==> src/rtl/mips_pkg.sv <==
// Shared MIPS-I decode constants: ALU operation codes, opcodes, instruction field slices.
// Latency: none (constants only).
// Backpressure: not applicable.
package mips_pkg;

    // ALU operation codes. R-type codes equal the funct field, so decode can pass funct through.
    localparam logic [5:0] ALU_SLL  = 6'b000000;
    localparam logic [5:0] ALU_SRL  = 6'b000010;
    localparam logic [5:0] ALU_SRA  = 6'b000011;
    localparam logic [5:0] ALU_SLLV = 6'b000100;
    localparam logic [5:0] ALU_SRLV = 6'b000110;
    localparam logic [5:0] ALU_SRAV = 6'b000111;
    localparam logic [5:0] ALU_LUI  = 6'b001111;
    localparam logic [5:0] ALU_ADD  = 6'b100000;
    localparam logic [5:0] ALU_ADDU = 6'b100001;
    localparam logic [5:0] ALU_SUB  = 6'b100010;
    localparam logic [5:0] ALU_SUBU = 6'b100011;
    localparam logic [5:0] ALU_AND  = 6'b100100;
    localparam logic [5:0] ALU_OR   = 6'b100101;
    localparam logic [5:0] ALU_XOR  = 6'b100110;
    localparam logic [5:0] ALU_NOR  = 6'b100111;
    localparam logic [5:0] ALU_SLT  = 6'b101010;
    localparam logic [5:0] ALU_SLTU = 6'b101011;

    // Primary opcodes.
    localparam logic [5:0] OP_RTYPE = 6'b000000;
    localparam logic [5:0] OP_ADDI  = 6'b001000;
    localparam logic [5:0] OP_ADDIU = 6'b001001;
    localparam logic [5:0] OP_SLTI  = 6'b001010;
    localparam logic [5:0] OP_SLTIU = 6'b001011;
    localparam logic [5:0] OP_ANDI  = 6'b001100;
    localparam logic [5:0] OP_ORI   = 6'b001101;
    localparam logic [5:0] OP_XORI  = 6'b001110;
    localparam logic [5:0] OP_LUI   = 6'b001111;

    // Instruction field slices.
    localparam int OP_MSB    = 31;
    localparam int OP_LSB    = 26;
    localparam int RS_MSB    = 25;
    localparam int RS_LSB    = 21;
    localparam int RT_MSB    = 20;
    localparam int RT_LSB    = 16;
    localparam int RD_MSB    = 15;
    localparam int RD_LSB    = 11;
    localparam int SHAMT_MSB = 10;
    localparam int SHAMT_LSB = 6;
    localparam int FUNCT_MSB = 5;
    localparam int FUNCT_LSB = 0;
    localparam int IMM_MSB   = 15;
    localparam int IMM_LSB   = 0;

endpackage

==> src/rtl/alu_op_issue_stage_if.sv <==
// Issue-stage bundle: upstream (instr + operands, flush) and downstream (ALU op + operands).
// Latency: none (wiring only).
// Backpressure: in_valid/in_ready upstream, out_valid/out_ready downstream.
// master: drives the stage inputs (register-read side and EX consumer); slave: the stage.
interface alu_op_issue_stage_if #(
    parameter int DW = 32
);
    logic          in_valid;
    logic          in_ready;
    logic [31:0]   instr;
    logic [DW-1:0] rs_data;
    logic [DW-1:0] rt_data;
    logic          flush;
    logic          out_valid;
    logic          out_ready;
    logic [5:0]    operation;
    logic [DW-1:0] data_a;
    logic [DW-1:0] data_b;
    logic [4:0]    dest_reg;
    logic          reg_write;
    logic          illegal;

    modport master (
        output in_valid, instr, rs_data, rt_data, flush, out_ready,
        input  in_ready, out_valid, operation, data_a, data_b, dest_reg, reg_write, illegal
    );

    modport slave (
        input  in_valid, instr, rs_data, rt_data, flush, out_ready,
        output in_ready, out_valid, operation, data_a, data_b, dest_reg, reg_write, illegal
    );
endinterface

==> src/rtl/alu_op_decode.sv <==
// Combinational MIPS-I decode into ALU operation, operands, destination and writeback enable.
// Latency: 0 cycles (pure combinational).
// Backpressure: none; the enclosing stage decides when the result is captured.
// Ports: instr/rs_data/rt_data in; nxt_operation, nxt_data_a, nxt_data_b, nxt_dest_reg,
//        nxt_reg_write, nxt_illegal out. ILLEGAL_TRAP_EN: flag unsupported encodings on nxt_illegal.
module alu_op_decode
    import mips_pkg::*;
#(
    parameter int          DW     = 32,
    parameter logic [5:0]  NOP_OP = 6'b100001
) (
    input  logic [31:0]   instr,
    input  logic [DW-1:0] rs_data,
    input  logic [DW-1:0] rt_data,
    output logic [5:0]    nxt_operation,
    output logic [DW-1:0] nxt_data_a,
    output logic [DW-1:0] nxt_data_b,
    output logic [4:0]    nxt_dest_reg,
    output logic          nxt_reg_write,
    output logic          nxt_illegal
);
    logic [5:0]  opcode;
    logic [4:0]  rt;
    logic [4:0]  rd;
    logic [4:0]  shamt;
    logic [5:0]  funct;
    logic [15:0] imm;
    logic        supported;
    logic        unused_rs_field;

    assign opcode = instr[OP_MSB:OP_LSB];
    assign rt     = instr[RT_MSB:RT_LSB];
    assign rd     = instr[RD_MSB:RD_LSB];
    assign shamt  = instr[SHAMT_MSB:SHAMT_LSB];
    assign funct  = instr[FUNCT_MSB:FUNCT_LSB];
    assign imm    = instr[IMM_MSB:IMM_LSB];
    // rs index is already resolved into rs_data by the register file.
    assign unused_rs_field = ^instr[RS_MSB:RS_LSB];

    always_comb begin
        nxt_operation = NOP_OP;
        nxt_data_a    = rs_data;
        nxt_data_b    = rt_data;
        nxt_dest_reg  = rd;
        supported     = 1'b0;
        if (opcode == OP_RTYPE) begin
            nxt_operation = funct;
            case (funct)
                ALU_SLL, ALU_SRL, ALU_SRA: begin
                    nxt_data_a = {{(DW-5){1'b0}}, shamt};
                    supported  = 1'b1;
                end
                // Variable shifts: only the low 5 bits of rs are a meaningful amount.
                ALU_SLLV, ALU_SRLV, ALU_SRAV: begin
                    nxt_data_a = {{(DW-5){1'b0}}, rs_data[4:0]};
                    supported  = 1'b1;
                end
                ALU_ADD, ALU_ADDU, ALU_SUB, ALU_SUBU, ALU_AND, ALU_OR,
                ALU_XOR, ALU_NOR, ALU_SLT, ALU_SLTU: begin
                    supported = 1'b1;
                end
                default: supported = 1'b0;
            endcase
        end else begin
            nxt_dest_reg = rt;
            supported    = 1'b1;
            case (opcode)
                OP_ADDI:  begin nxt_operation = ALU_ADD;  nxt_data_b = {{(DW-16){imm[15]}}, imm}; end
                OP_ADDIU: begin nxt_operation = ALU_ADDU; nxt_data_b = {{(DW-16){imm[15]}}, imm}; end
                OP_SLTI:  begin nxt_operation = ALU_SLT;  nxt_data_b = {{(DW-16){imm[15]}}, imm}; end
                OP_SLTIU: begin nxt_operation = ALU_SLTU; nxt_data_b = {{(DW-16){imm[15]}}, imm}; end
                OP_ANDI:  begin nxt_operation = ALU_AND;  nxt_data_b = {{(DW-16){1'b0}}, imm}; end
                OP_ORI:   begin nxt_operation = ALU_OR;   nxt_data_b = {{(DW-16){1'b0}}, imm}; end
                OP_XORI:  begin nxt_operation = ALU_XOR;  nxt_data_b = {{(DW-16){1'b0}}, imm}; end
                OP_LUI:   begin nxt_operation = ALU_LUI;  nxt_data_b = {{(DW-16){1'b0}}, imm}; end
                default:  supported = 1'b0;
            endcase
        end
        // Unsupported encodings leave as a harmless ADDU 0,0 -> $0 with no writeback.
        if (!supported) begin
            nxt_operation = NOP_OP;
            nxt_data_a    = '0;
            nxt_data_b    = '0;
            nxt_dest_reg  = '0;
        end
    end

    assign nxt_reg_write = supported && (nxt_dest_reg != 5'd0);

`ifdef ILLEGAL_TRAP_EN
    assign nxt_illegal = !supported;
`else
    assign nxt_illegal = 1'b0;
`endif

endmodule

==> src/rtl/alu_op_issue_stage.sv <==
// ID->EX issue slot: decodes an instruction and holds ALU op, operands and writeback info.
// Latency: 1 cycle from accepted input to out_valid.
// Backpressure: in_ready = !out_valid || out_ready; outputs hold bit-stable while stalled.
// Ports: clk, rst_n (async active-low); bus (slave modport of alu_op_issue_stage_if).
// ILLEGAL_TRAP_EN (in alu_op_decode): unsupported encodings raise illegal instead of a silent bubble.
module alu_op_issue_stage
    import mips_pkg::*;
#(
    parameter int         DW     = 32,
    parameter logic [5:0] NOP_OP = 6'b100001
) (
    input  logic                  clk,
    input  logic                  rst_n,
    alu_op_issue_stage_if.slave   bus
);
    logic [5:0]    nxt_operation;
    logic [DW-1:0] nxt_data_a;
    logic [DW-1:0] nxt_data_b;
    logic [4:0]    nxt_dest_reg;
    logic          nxt_reg_write;
    logic          nxt_illegal;

    logic          out_valid_q;
    logic [5:0]    operation_q;
    logic [DW-1:0] data_a_q;
    logic [DW-1:0] data_b_q;
    logic [4:0]    dest_reg_q;
    logic          reg_write_q;
    logic          illegal_q;

    logic          capture;
    logic          consume;

    alu_op_decode #(
        .DW     (DW),
        .NOP_OP (NOP_OP)
    ) u_decode (
        .instr         (bus.instr),
        .rs_data       (bus.rs_data),
        .rt_data       (bus.rt_data),
        .nxt_operation (nxt_operation),
        .nxt_data_a    (nxt_data_a),
        .nxt_data_b    (nxt_data_b),
        .nxt_dest_reg  (nxt_dest_reg),
        .nxt_reg_write (nxt_reg_write),
        .nxt_illegal   (nxt_illegal)
    );

    assign bus.in_ready = !out_valid_q || bus.out_ready;
    assign capture      = bus.in_valid && bus.in_ready && !bus.flush;
    assign consume      = out_valid_q && bus.out_ready;

    always_ff @(posedge clk or negedge rst_n) begin
        if (!rst_n) begin
            out_valid_q <= 1'b0;
            operation_q <= NOP_OP;
            data_a_q    <= '0;
            data_b_q    <= '0;
            dest_reg_q  <= '0;
            reg_write_q <= 1'b0;
            illegal_q   <= 1'b0;
        end else if (bus.flush) begin
            // Squash: kill side effects, leave the datapath fields as they were.
            out_valid_q <= 1'b0;
            reg_write_q <= 1'b0;
            illegal_q   <= 1'b0;
        end else if (capture) begin
            out_valid_q <= 1'b1;
            operation_q <= nxt_operation;
            data_a_q    <= nxt_data_a;
            data_b_q    <= nxt_data_b;
            dest_reg_q  <= nxt_dest_reg;
            reg_write_q <= nxt_reg_write;
            illegal_q   <= nxt_illegal;
        end else if (consume) begin
            // illegal describes the held slot, so it leaves with it.
            out_valid_q <= 1'b0;
            illegal_q   <= 1'b0;
        end
    end

    assign bus.out_valid = out_valid_q;
    assign bus.operation = operation_q;
    assign bus.data_a    = data_a_q;
    assign bus.data_b    = data_b_q;
    assign bus.dest_reg  = dest_reg_q;
    assign bus.reg_write = reg_write_q;
    assign bus.illegal   = illegal_q;

endmodule

==> src/flat_wrapper.sv <==
// flat-port wrapper written by rule: the top's interface ports become plain ports
module alu_op_issue_stage_flat import mips_pkg::*;
#(
    parameter int         DW     = 32,
    parameter logic [5:0] NOP_OP = 6'b100001
)
  (clk, rst_n, bus_in_valid, bus_instr, bus_rs_data, bus_rt_data, bus_flush, bus_out_ready, bus_in_ready, bus_out_valid, bus_operation, bus_data_a, bus_data_b, bus_dest_reg, bus_reg_write, bus_illegal);
  alu_op_issue_stage_if #(.DW(DW)) bus_i ();
  input  logic clk;
  input  logic rst_n;
  input wire logic [$bits(bus_i.in_valid)-1:0] bus_in_valid;
  input wire logic [$bits(bus_i.instr)-1:0] bus_instr;
  input wire logic [$bits(bus_i.rs_data)-1:0] bus_rs_data;
  input wire logic [$bits(bus_i.rt_data)-1:0] bus_rt_data;
  input wire logic [$bits(bus_i.flush)-1:0] bus_flush;
  input wire logic [$bits(bus_i.out_ready)-1:0] bus_out_ready;
  output wire logic [$bits(bus_i.in_ready)-1:0] bus_in_ready;
  output wire logic [$bits(bus_i.out_valid)-1:0] bus_out_valid;
  output wire logic [$bits(bus_i.operation)-1:0] bus_operation;
  output wire logic [$bits(bus_i.data_a)-1:0] bus_data_a;
  output wire logic [$bits(bus_i.data_b)-1:0] bus_data_b;
  output wire logic [$bits(bus_i.dest_reg)-1:0] bus_dest_reg;
  output wire logic [$bits(bus_i.reg_write)-1:0] bus_reg_write;
  output wire logic [$bits(bus_i.illegal)-1:0] bus_illegal;
  assign bus_i.in_valid = bus_in_valid;
  assign bus_i.instr = bus_instr;
  assign bus_i.rs_data = bus_rs_data;
  assign bus_i.rt_data = bus_rt_data;
  assign bus_i.flush = bus_flush;
  assign bus_i.out_ready = bus_out_ready;
  assign bus_in_ready = bus_i.in_ready;
  assign bus_out_valid = bus_i.out_valid;
  assign bus_operation = bus_i.operation;
  assign bus_data_a = bus_i.data_a;
  assign bus_data_b = bus_i.data_b;
  assign bus_dest_reg = bus_i.dest_reg;
  assign bus_reg_write = bus_i.reg_write;
  assign bus_illegal = bus_i.illegal;
  alu_op_issue_stage #(.DW(DW), .NOP_OP(NOP_OP)) u_core (.clk(clk), .rst_n(rst_n), .bus(bus_i));
endmodule
==> config.mk <==
export PLATFORM = sky130hd
export DESIGN_NAME = alu_op_issue_stage_flat
export DESIGN_NICKNAME = d
export VERILOG_FILES = /design/src/rtl/mips_pkg.sv /design/src/rtl/alu_op_issue_stage_if.sv /design/src/rtl/alu_op_decode.sv /design/src/rtl/alu_op_issue_stage.sv /design/src/flat_wrapper.sv
export SDC_FILE = /design/constraint.sdc
export NUM_CORES = 1
export LEC_CHECK = 0
export CAP_MARGIN = 20
export CORE_ASPECT_RATIO = 1.75
export CORE_MARGIN = 2
export CORE_UTILIZATION = 43
export CTS_BUF_LIST = sky130_fd_sc_hd__clkbuf_4 sky130_fd_sc_hd__clkbuf_8
export DETAILED_ROUTE_END_ITERATION = 6
export HOLD_SLACK_MARGIN = 0.02
export PLACE_DENSITY = 0.8
export SKIP_CTS_REPAIR_TIMING = 1
export SLEW_MARGIN = 20
export SYNTH_ARGS = -nofsm -noshare
export SYNTH_HDL_FRONTEND = slang
export SYNTH_HIERARCHICAL = 1
export SYNTH_SLANG_ARGS = --single-unit
==> constraint.sdc <==
create_clock -name clk -period 1.8 [get_ports clk]
set_clock_uncertainty 0.15 [all_clocks]
set_input_delay 0.36 -clock clk [delete_from_list [all_inputs] [get_ports clk]]
set_output_delay 0.36 -clock clk [all_outputs]
set_load 0.01 [all_outputs]
==> impl_metrics.ini <==
[finish]
diodes = 0
drive_gt1_share_pct = 30.6
final-instance-count-excl-fill = 689
regArea_um2 = 1950
nFillCells = 477
area_growth_pct = 85.5
most-common-layout-cells = clkdlybuf4s50_1 (87), dlymetal6s2s_1 (85), dfrtp_1 (76)
multi_input_area_um2 = 2040
design_area_um2 = 7190
mostFrequentLayoutCell = clkdlybuf4s50_1
nets = 668

[placement]
dp_hpwl_mm = 9.22
finalWeightedCongestion = 0.945
io_buffers = 174
place_area_um2 = 6090
placedCellCount = 655

[yosys]
yosys.area.top_type_share_pct = 49.1
netlist_area_um2 = 3880
yosysTopAreaCell = dfrtp_1
yosys_warnings = 6
synthTopCellsByArea = dfrtp_1 (49%), mux2_1 (15%), mux2_2 (7.3%)
synthCells = 334
syn_avg_cell_area_um2 = 11.6
synth_cell_types = 37
yosys_register_bits = 78
yosysSeqAreaShare_pct = 50.4

[clock_tree]
clock_tree.root_cell = clkbuf_8
worstSkewPairLatency_ns = 0.39
clk_pin_slew_ns = 0.10
cts-htree-levels = 3
cts_tree = built
cts_buffer_depth = 2
clock_sinks = 78
numCtsBuffers = 9

[critical_path]
required_ns = 1.91
critical_path_class = reg2reg
cp_cell_sequence = and2b_2 -> nor3_4 -> buf_8 -> clkbuf_16 -> mux2_2
ff2ff_path_depth = 5
worstPathArrival_ns = 1.98
cp-start-kind = flop
cp-end-kind = flop
max_stage_delay_ns = 0.41
critPathMaxFanout = 8
slowest_stage = dfrtp_1

[grt]
grt_usage_pct = 24.4
grt_max_degree = 43
grt_overflow = 0
antenna_found_initial = 0
grt_first_pass_wirelength_mm = 17.4
grt_pass1_vias = 3573

[detailed_routing]
wl_per_cell_um = 22.2
vias = 3716
drc_errors = 0
final_antenna_net_count = 0
vias_per_cell = 5.39
drtIter0Drc = 195
drt-total-wl_mm = 15.3
dr.pass1.iters = 4

[power]
p_sw_mw = 1.16
combPwrFrac_pct = 23.0
p_clk_share_pct = 34.6
netSwitchingFraction_pct = 26.0
p_int_mw = 3.28
pwr-share-seq_pct = 42.4
powerDensity_nw_per_um2 = 617
power.leakage_nw = 4.46
ir_drop_uv = 457

[flow_run]
drv_cap = 0

[sta]
hold_violations = 0
period_needed_ns = 1.87
rsz0062_at_grt = true
finalCritPeriodShare_pct = 104
setup_viol = 72
worst_slack_ns = -0.0690
slew_violations = 0
max_freq_ghz = 0.535

[die]
initial_core_util_pct = 44.4
die_area_um2 = 9820
rows = 45
io_pins = 180
die_h_um = 130
core_um2 = 8730
fp.dieW_um = 75.8

[run_status]
violations = negative setup slack
status = finished with violations

[min_path]
holdCritPathClass = in2async
cell families (layout without fill, tap and decap cells):
| logic type | after synthesis | in the layout | share of synthesized area, % |
|---|---|---|---|
| buffers and inverters | 27 | 264 | 4.68 |
| multiplexers | 75 | 75 | 21.8 |
| other | 1 | 2 | 0.0967 |
| flip-flops | 78 | 78 | 50.4 |
| AO/OA/AOI/OAI | 49 | 49 | 8.81 |
| AND/OR/NAND/NOR | 104 | 104 | 14.2 |
critical path, delay by kind of cell, from the launching register on:
kind	cells	cell delay (ns)
buffers and inverters	2	0.39
flip-flops	1	0.41
multiplexers	1	0.32
AND/OR/NAND/NOR	2	0.47
metrics by stage:
| step | util, % | hold slack, ns | power (mW) | TNS, ns | worst slack, ns |
|---|---|---|---|---|---|
| floorplan | - | -0.0856 | 2.17 | -0.350 | -0.128 |
| global placement | 69.8 | 0.136 | 2.72 | -37.17 | -0.530 |
| detailed placement | 69.8 | 0.139 | 2.74 | -40.11 | -0.640 |
| CTS | 72.4 | -0.265 | 4.25 | -11.20 | -0.360 |
| global route | 82.4 | 0.297 | 4.57 | -6.18 | -0.129 |
| finish | 82.4 | 0.278 | 4.44 | -2.58 | -0.0690 |
Yosys cell counts:
cell / instances
dfrtp_1: 76
mux2_1: 50
nor2_1: 37
nor2b_1: 31
mux2_2: 25
a22o_1: 16
a21oi_1: 14
nand2_1: 13
o21ai_0: 10
buf_6: 8
nand3_1: 8
buf_2: 7
inv_1: 4
buf_4: 3
clkbuf_1: 3
nor3_1: 3
or4_1: 3
and3_1: 2
dfstp_2: 2
o22ai_1: 2
a22oi_1: 1
a2bb2oi_1: 1
a31oi_1: 1
a31oi_2: 1
a31oi_4: 1
and2_1: 1
and2b_1: 1
and3b_1: 1
buf_1: 1
conb_1: 1
inv_2: 1
nor3_4: 1
nor3b_2: 1
nor4_1: 1
nor4_4: 1
o21ai_1: 1
o31ai_1: 1
layer usage:
layer	GRT usage, %	up-vias	routed length (um)
li1	-	1640	-
met1	25.4	1818	5320
met2	41.9	196	8410
met3	7.15	62	786
met4	14.1	0	818
met5	0	-	0
layout make-up:
class                           count  share of cell area, %
Sequential cell                    78                   27.2
Clock inverter                      6                   1.29
Inverter                            5                  0.261
Multi-Input combinational cell    230                   28.3
Clock buffer                       10                   1.91
Tap cell                          117                   2.04
Timing Repair Buffer              243                   39.0
power by group through the flow:
| stage | sequential (mW) | clock [mW] | combinational [mW] |
|---|---|---|---|
| final | 1.88 | 1.54 | 1.02 |
| after global routing | 1.89 | 1.61 | 1.07 |
| after CTS | 1.88 | 1.54 | 0.838 |
| after detailed placement | 1.91 | 0 | 0.833 |
| after global placement | 1.90 | 0 | 0.817 |
| after floorplan | 1.95 | 0 | 0.226 |
path summary, 6_finish.rpt:
kind / start / end / slack (ns)
max: u_core/bus.out_valid$_DFFE_PN0P_ / u_core/bus.data_b[0]$_DFFE_PN0P_ / -0.07
max in group asynchronous: rst_n / u_core/bus.data_b[28]$_DFFE_PN0P_ / 0.67
min: rst_n / u_core/bus.out_valid$_DFFE_PN0P_ / 0.28
min reg2reg: u_core/bus.data_b[21]$_DFFE_PN0P_ / u_core/bus.data_b[21]$_DFFE_PN0P_ / 0.36
min in group clk: bus_instr[4] / u_core/bus.data_b[4]$_DFFE_PN0P_ / 0.30
max reg2reg: u_core/bus.out_valid$_DFFE_PN0P_ / u_core/bus.data_b[0]$_DFFE_PN0P_ / -0.07
No activity file was read; power rests on OpenSTA's default activity.
